## src/rtl/overdrive_scheduler_pkg.sv

```systemverilog
// Shared definitions for the overdrive scheduler: Q-format constants,
// FSM state encoding and the q_mul reference function.
// Optional feature macro: OVERDRIVE_GAIN_EN (adds the GAIN state).
package overdrive_pkg;

  localparam int     FRAC_BITS = 12;
  localparam longint ONE       = 64'sd1 <<< FRAC_BITS;

`ifdef OVERDRIVE_GAIN_EN
  typedef enum logic [2:0] {
    ST_IDLE = 3'd0,
    ST_GAIN = 3'd1,
    ST_SQ   = 3'd2,
    ST_CUBE = 3'd3,
    ST_SUM  = 3'd4,
    ST_DONE = 3'd5
  } od_state_e;
`else
  typedef enum logic [2:0] {
    ST_IDLE = 3'd0,
    ST_SQ   = 3'd2,
    ST_CUBE = 3'd3,
    ST_SUM  = 3'd4,
    ST_DONE = 3'd5
  } od_state_e;
`endif

  // Q-format multiply, full-width product, division truncating toward zero.
  function automatic longint q_mul(input longint a, input longint b);
    return (a * b) / ONE;
  endfunction

endpackage

```

## src/rtl/overdrive_scheduler_fixed_mul.sv

```systemverilog
// Signed Q-format combinational multiplier: (a*b)/2**FRAC_BITS with the
// quotient truncated toward zero (negative products are biased before the
// arithmetic shift so the shift rounds toward zero instead of -inf).
module fixed_mul #(
  parameter int DATA_W    = 32,
  parameter int FRAC_BITS = 12
) (
  input  logic signed [DATA_W-1:0] i_a,
  input  logic signed [DATA_W-1:0] i_b,
  output logic signed [DATA_W-1:0] o_p
);

  localparam logic signed [2*DATA_W-1:0] BIAS  =
    {{(2*DATA_W-FRAC_BITS){1'b0}}, {FRAC_BITS{1'b1}}};
  localparam logic signed [2*DATA_W-1:0] ZERO2 = '0;

  logic signed [2*DATA_W-1:0] w_prod;
  logic signed [2*DATA_W-1:0] w_adj;

  assign w_prod = (2*DATA_W)'(i_a) * (2*DATA_W)'(i_b);
  assign w_adj  = w_prod + (w_prod[2*DATA_W-1] ? BIAS : ZERO2);
  assign o_p    = DATA_W'(w_adj >>> FRAC_BITS);

endmodule

```

## src/rtl/overdrive_scheduler.sv

```systemverilog
// Two-channel soft-clip overdrive sharing one Q-format multiplier.
// y = clamp(x) or (x^3 + 3x)/4 with round-robin channel arbitration.
// Optional feature macro: OVERDRIVE_GAIN_EN (i_gain port + GAIN state).
module overdrive_scheduler #(
  parameter int DATA_W    = 32,
  parameter int FRAC_BITS = 12
) (
  input  logic                   i_clk,
  input  logic                   i_rst,
  input  logic [1:0]             i_valid,
  input  logic [1:0][DATA_W-1:0] i_sample,
  output logic [1:0]             o_ready,
  output logic                   o_valid,
  output logic [DATA_W-1:0]      o_sample,
  output logic                   o_chan,
  input  logic                   i_ready
`ifdef OVERDRIVE_GAIN_EN
  ,input logic signed [DATA_W-1:0] i_gain
`endif
);

  import overdrive_pkg::*;

  localparam logic [2:0] S_IDLE = ST_IDLE;
`ifdef OVERDRIVE_GAIN_EN
  localparam logic [2:0] S_GAIN = ST_GAIN;
`endif
  localparam logic [2:0] S_SQ   = ST_SQ;
  localparam logic [2:0] S_CUBE = ST_CUBE;
  localparam logic [2:0] S_SUM  = ST_SUM;
  localparam logic [2:0] S_DONE = ST_DONE;

  localparam logic signed [DATA_W-1:0] Q_ONE    =
    {{(DATA_W-FRAC_BITS-1){1'b0}}, 1'b1, {FRAC_BITS{1'b0}}};
  localparam logic signed [DATA_W-1:0] HALF     = Q_ONE >>> 1;
  localparam logic signed [DATA_W-1:0] NEG_ONE  = -Q_ONE;
  localparam logic signed [DATA_W-1:0] NEG_HALF = -HALF;
  localparam logic signed [DATA_W-1:0] THREE    = {{(DATA_W-2){1'b0}}, 2'b11};
  localparam logic signed [DATA_W-1:0] ZERO     = '0;

  logic [2:0]               r_state;
  logic                     r_last;
  logic                     r_chan;
  logic signed [DATA_W-1:0] r_x;
  logic signed [DATA_W-1:0] r_sq;
  logic signed [DATA_W-1:0] r_cube;
  logic                     r_valid;
  logic [DATA_W-1:0]        r_sample;
  logic                     r_ochan;
`ifdef OVERDRIVE_GAIN_EN
  logic signed [DATA_W-1:0] r_gain;
`endif

  logic [1:0]               w_grant;
  logic                     w_grant_ch;
  logic                     w_hs;
  logic signed [DATA_W-1:0] w_ma;
  logic signed [DATA_W-1:0] w_mb;
  logic signed [DATA_W-1:0] w_mp;
  logic signed [DATA_W-1:0] w_poly;
  logic signed [DATA_W-1:0] w_quart;
  logic signed [DATA_W-1:0] w_result;

  // Round-robin grant: only in IDLE and never during reset; ties go to the
  // channel that was not served last.
  always_comb begin
    w_grant    = 2'b00;
    w_grant_ch = 1'b0;
    if ((r_state == S_IDLE) && !i_rst) begin
      case (i_valid)
        2'b01:   begin w_grant = 2'b01; w_grant_ch = 1'b0; end
        2'b10:   begin w_grant = 2'b10; w_grant_ch = 1'b1; end
        2'b11: begin
          if (r_last) begin
            w_grant = 2'b01; w_grant_ch = 1'b0;
          end else begin
            w_grant = 2'b10; w_grant_ch = 1'b1;
          end
        end
        default: begin w_grant = 2'b00; w_grant_ch = 1'b0; end
      endcase
    end else begin
      w_grant    = 2'b00;
      w_grant_ch = 1'b0;
    end
  end

  assign w_hs    = |w_grant;
  assign o_ready = w_grant;

  // Operand steering for the single shared multiplier.
  always_comb begin
    w_ma = r_x;
    w_mb = r_x;
    case (r_state)
`ifdef OVERDRIVE_GAIN_EN
      S_GAIN:  begin w_ma = r_x;  w_mb = r_gain; end
`endif
      S_CUBE:  begin w_ma = r_sq; w_mb = r_x;    end
      default: begin w_ma = r_x;  w_mb = r_x;    end
    endcase
  end

  fixed_mul #(.DATA_W(DATA_W), .FRAC_BITS(FRAC_BITS)) u_mul (
    .i_a (w_ma),
    .i_b (w_mb),
    .o_p (w_mp)
  );

  // Polynomial (x^3 + 3x)/4 with toward-zero division, then clamp on x.
  always_comb begin
    w_poly  = r_cube + (r_x <<< 1) + r_x;
    w_quart = (w_poly + (w_poly[DATA_W-1] ? THREE : ZERO)) >>> 2;
    if (r_x >= Q_ONE) begin
      w_result = HALF;
    end else if (r_x <= NEG_ONE) begin
      w_result = NEG_HALF;
    end else begin
      w_result = w_quart;
    end
  end

  // Sequencer: accept, (gain), square, cube, sum, then hold result until taken.
  always_ff @(posedge i_clk) begin
    if (i_rst) begin
      r_state  <= S_IDLE;
      r_last   <= 1'b1;
      r_chan   <= 1'b0;
      r_x      <= '0;
      r_sq     <= '0;
      r_cube   <= '0;
      r_valid  <= 1'b0;
      r_sample <= '0;
      r_ochan  <= 1'b0;
`ifdef OVERDRIVE_GAIN_EN
      r_gain   <= '0;
`endif
    end else begin
      case (r_state)
        S_IDLE: begin
          if (w_hs) begin
            r_x    <= i_sample[w_grant_ch];
            r_chan <= w_grant_ch;
            r_last <= w_grant_ch;
`ifdef OVERDRIVE_GAIN_EN
            r_gain  <= i_gain;
            r_state <= S_GAIN;
`else
            r_state <= S_SQ;
`endif
          end
        end
`ifdef OVERDRIVE_GAIN_EN
        S_GAIN: begin
          r_x     <= w_mp;
          r_state <= S_SQ;
        end
`endif
        S_SQ: begin
          r_sq    <= w_mp;
          r_state <= S_CUBE;
        end
        S_CUBE: begin
          r_cube  <= w_mp;
          r_state <= S_SUM;
        end
        S_SUM: begin
          r_sample <= w_result;
          r_ochan  <= r_chan;
          r_valid  <= 1'b1;
          r_state  <= S_DONE;
        end
        S_DONE: begin
          if (i_ready) begin
            r_valid <= 1'b0;
            r_state <= S_IDLE;
          end
        end
        default: begin
          r_valid <= 1'b0;
          r_state <= S_IDLE;
        end
      endcase
    end
  end

  assign o_valid  = r_valid;
  assign o_sample = r_sample;
  assign o_chan   = r_ochan;

endmodule

```

## config.mk

```make
export PLATFORM = sky130hd
export DESIGN_NAME = overdrive_scheduler
export DESIGN_NICKNAME = d
export VERILOG_FILES = /design/src/rtl/overdrive_scheduler_pkg.sv /design/src/rtl/overdrive_scheduler_fixed_mul.sv /design/src/rtl/overdrive_scheduler.sv
export SDC_FILE = /design/constraint.sdc
export NUM_CORES = 2
export LEC_CHECK = 0
export CORE_MARGIN = 2
export CORE_UTILIZATION = 42
export CTS_BUF_LIST = sky130_fd_sc_hd__clkbuf_8
export DETAILED_ROUTE_END_ITERATION = 16
export GPL_TIMING_DRIVEN = 0
export PLACE_DENSITY = 0.69
export SETUP_SLACK_MARGIN = 0.15
export SYNTH_ARGS = -nofsm -noshare
export SYNTH_HDL_FRONTEND = slang
export SYNTH_HIERARCHICAL = 1
export SYNTH_SLANG_ARGS = --single-unit
```

## constraint.sdc

```tcl
create_clock -name i_clk -period 13.5 [get_ports i_clk]
set_input_delay 2.7 -clock i_clk [delete_from_list [all_inputs] [get_ports i_clk]]
set_output_delay 2.7 -clock i_clk [all_outputs]
set_load 0.01 [all_outputs]
```

==> out/metrics.yaml <==
status: "finished, violations left"
failed_checks: "max-capacitance violations, max-slew violations"
synth.mux.area_fraction_pct: 0.888
synth_compound_area_share_pct: 6.59
slew_headroom_pct: -4.67
synth_most_common_cell: "fa_1"
grt_use_total_pct: 32.7
io_buffer_count: 103
crit_fanout: 10
power_density_nw_per_um2: 76.1
critPathKind: "register to register"
grt-ovfl-total: 0
worstHoldPathType: "register to register"
yosys_warnings: 6
synth_top_family_by_area: "adder cells"
synth_commonest_cells: "fa_1 (1113), inv_1 (1110), nand2_1 (868)"
yosys.area_share.simple_pct: 17.5
synth_area_per_cell_sq_um: 8.91
routed_wl_um: 179000
min_path_cells: 2
drv_slew: 11
path_clk_slew_ps: 80
antenna_found_initial: 26
core_sq_um: 109000
num_vias: 37015
startpoint_type: "register"
insertion_delay_ps: 490
worst_pin_slew_ps: 1570
cp.required_ps: 13910
synth-edff-count: 0
synth-adder-area-share_pct: 55.4
gp_congestion: 1.05
final_area_sq_um: 49400
cp.buffers_inverters: 11
place_area_sq_um: 48700
syn2layout_area_growth_pct: 7.79
r2r_end: "r_cube[31]"
slowest_delay_ps: 770
instances_no_fill: 6735
reg2reg_setup_slack_ps: 470
period_minus_slack_ps: 13030
max_cap_violations: 1
synth_area_sq_um: 45800
drive_gt1_share_pct: 3.28
die_h_um: 334
clock_sinks: 133
synthCells: 5144
grt_max_degree: 17
drc: 0
synth_nets: 6574
ys_seq_area_share_pct: 5.81
synth-seq-cells: 133
cts_tree: "yes"
ctsHoldBuffers: 0
place_inst: 6668
setup_viol: 0
hold_ws_ps: 450
worst_path_most_repeated_cell: "fa_1"
ant_nets: 0
cts_made_buffers: 17
die-area_sq_um: 112000
avgRoutedWirePerCell_um: 26.6
cp_top_family: "adder cells"
setup_slack_ps: 468
rows: 121
finalHoldViolations: 0
hold_start: "o_sample[19]"
async_reset_ff_share_pct: 0
hold_end: "o_sample[19]"
fin_util_pct: 45.5
die_x_um: 334
r2r_cells: 39
synth.area.top_cells: "fa_1 (49%), inv_1 (9.1%), nand2_1 (7.1%)"
finClkSkew_ps: 17.4
endpoint_kind: "register"
synth_top_cell_area_share_pct: 48.6
drt_iter0_markers: 3429
first_global_vias: 39515
rr_startpoint: "r_state[2]"
yosysTopAreaCell: "fa_1"
dp_slack_ps: -1760
clockRootBuffer: "clkbuf_8"
peakVddDrop_v: 0.0000654
initial_core_util_pct: 42.2
cp_slowest_cell: "fa_2"
cts_htree_levels: 4
arrival_ps: 13440
p_leak_nw: 23.2
dp_hpwl_um: 148000
period_share_pct: 96.5
drt-pass1-iter-count: 8
synthXorXnorAreaFrac_pct: 2.26
clock_path_buffers: 2
io_pins: 105
grt_setup_unrepaired: "no"
synth_cell_types: 104
clock.fmax_ghz: 0.0767
crit_cells: 39
synth_flop_cell: "dfxtp_1"
vias_per_cell: 5.50
grt_pass1_wl_um: 262000
final_nets: 6720
[kinds of logic after synthesis]
kind of cell	Yosys count
AO/OA/AOI/OAI	456
AND/OR/NAND/NOR	1660
buffers and inverters	1378
multiplexers	40
adder cells (fa/ha/maj)	1361
flip-flops	133
XOR/XNOR	116
[stage by stage]
step           total power, mW  setup TNS, ps
2_1_floorplan             2.32              0
3_3_place_gp              3.25        -177960
3_5_place_dp              3.29         -92600
4_1_cts                   3.70              0
5_1_grt                   4.05              0
6_report                  3.76              0
[placed cells by master, fill, tap and decap left out, types with 18 or more instances in the layout]
cell type,synthesis,final
a211oi_1,48,48
a21o_1,25,25
a21oi_1,150,148
and2_1,420,420
buf_4,7,27
clkbuf_1,236,224
clkbuf_8,3,23
clkdlybuf4s50_1,0,103
dfxtp_1,133,133
diode_2,0,18
fa_1,1113,1111
ha_1,248,248
inv_1,1110,1109
mux2i_1,38,38
nand2_1,868,868
nand2b_1,23,23
nand3_1,39,39
nand4_1,31,31
nor2_1,129,129
nor3_1,31,31
o21ai_0,89,79
xnor2_1,75,75
xor2_1,39,39
[worst max-delay path by stage]
stage                       to       start  slack [ps]
finish              r_cube[31]  r_state[2]         470
global placement    r_cube[26]  r_state[2]       -3100
detailed placement    r_sq[26]  r_state[2]       -1760
global route          r_sq[31]  r_state[2]         120
CTS                   r_sq[31]  r_state[1]         270
floorplan              r_sq[8]  r_state[1]        2420
[state kept, by name, summed over array words and instances (netlist names)]
signal    count
o_chan        1
o_sample     30
o_valid       1
r_chan        1
r_cube       32
r_last        1
r_sq         32
r_state       3
r_x          32
[per-layer routing]
metal / share of wire, % / track usage (%)
met5: 0.056 / 0
met4: 7.6 / 20.5
met3: 11 / 8.14
met2: 45 / 52.7
met1: 36 / 39.4
[worst reg2reg max path: cells and delay by family, from the launching register on]
family	cells	cell delay, ps
AOI/OAI and AO/OA	7	1980
xor gates and xnor gates	2	440
adders and majority gates	10	5140
buffers and inverters	11	2340
DFF	1	430
and+or+nand+nor	9	2610
[report_power, final]
part           internal [mW]  switching, mW  leakage [nW]  total [mW]
logic                   1.01           1.85          21.9        2.86
registers              0.432         0.0833          1.08       0.516
clock network          0.215          0.171         0.222       0.386
[area by class of cell]
type                            instances  area [sq um]
Inverter                             1110          4170
Tap cell                             1414          1770
Timing Repair Buffer                  127          1230
Multi-Input combinational cell       3633         37900
Antenna cell                           18          45.0
Sequential cell                       133          2660
Clock inverter                         12           178
Buffer                                268          1140
Clock buffer                           20           275
Fill cell                           10594         59200
[timing repair]
action,4_1_cts,5_1_grt
pin swaps,2,2
buffers inserted,4,11
endpoints found under the setup margin,64,58
resized for setup,11,29
(Power assumes the default switching activity.)
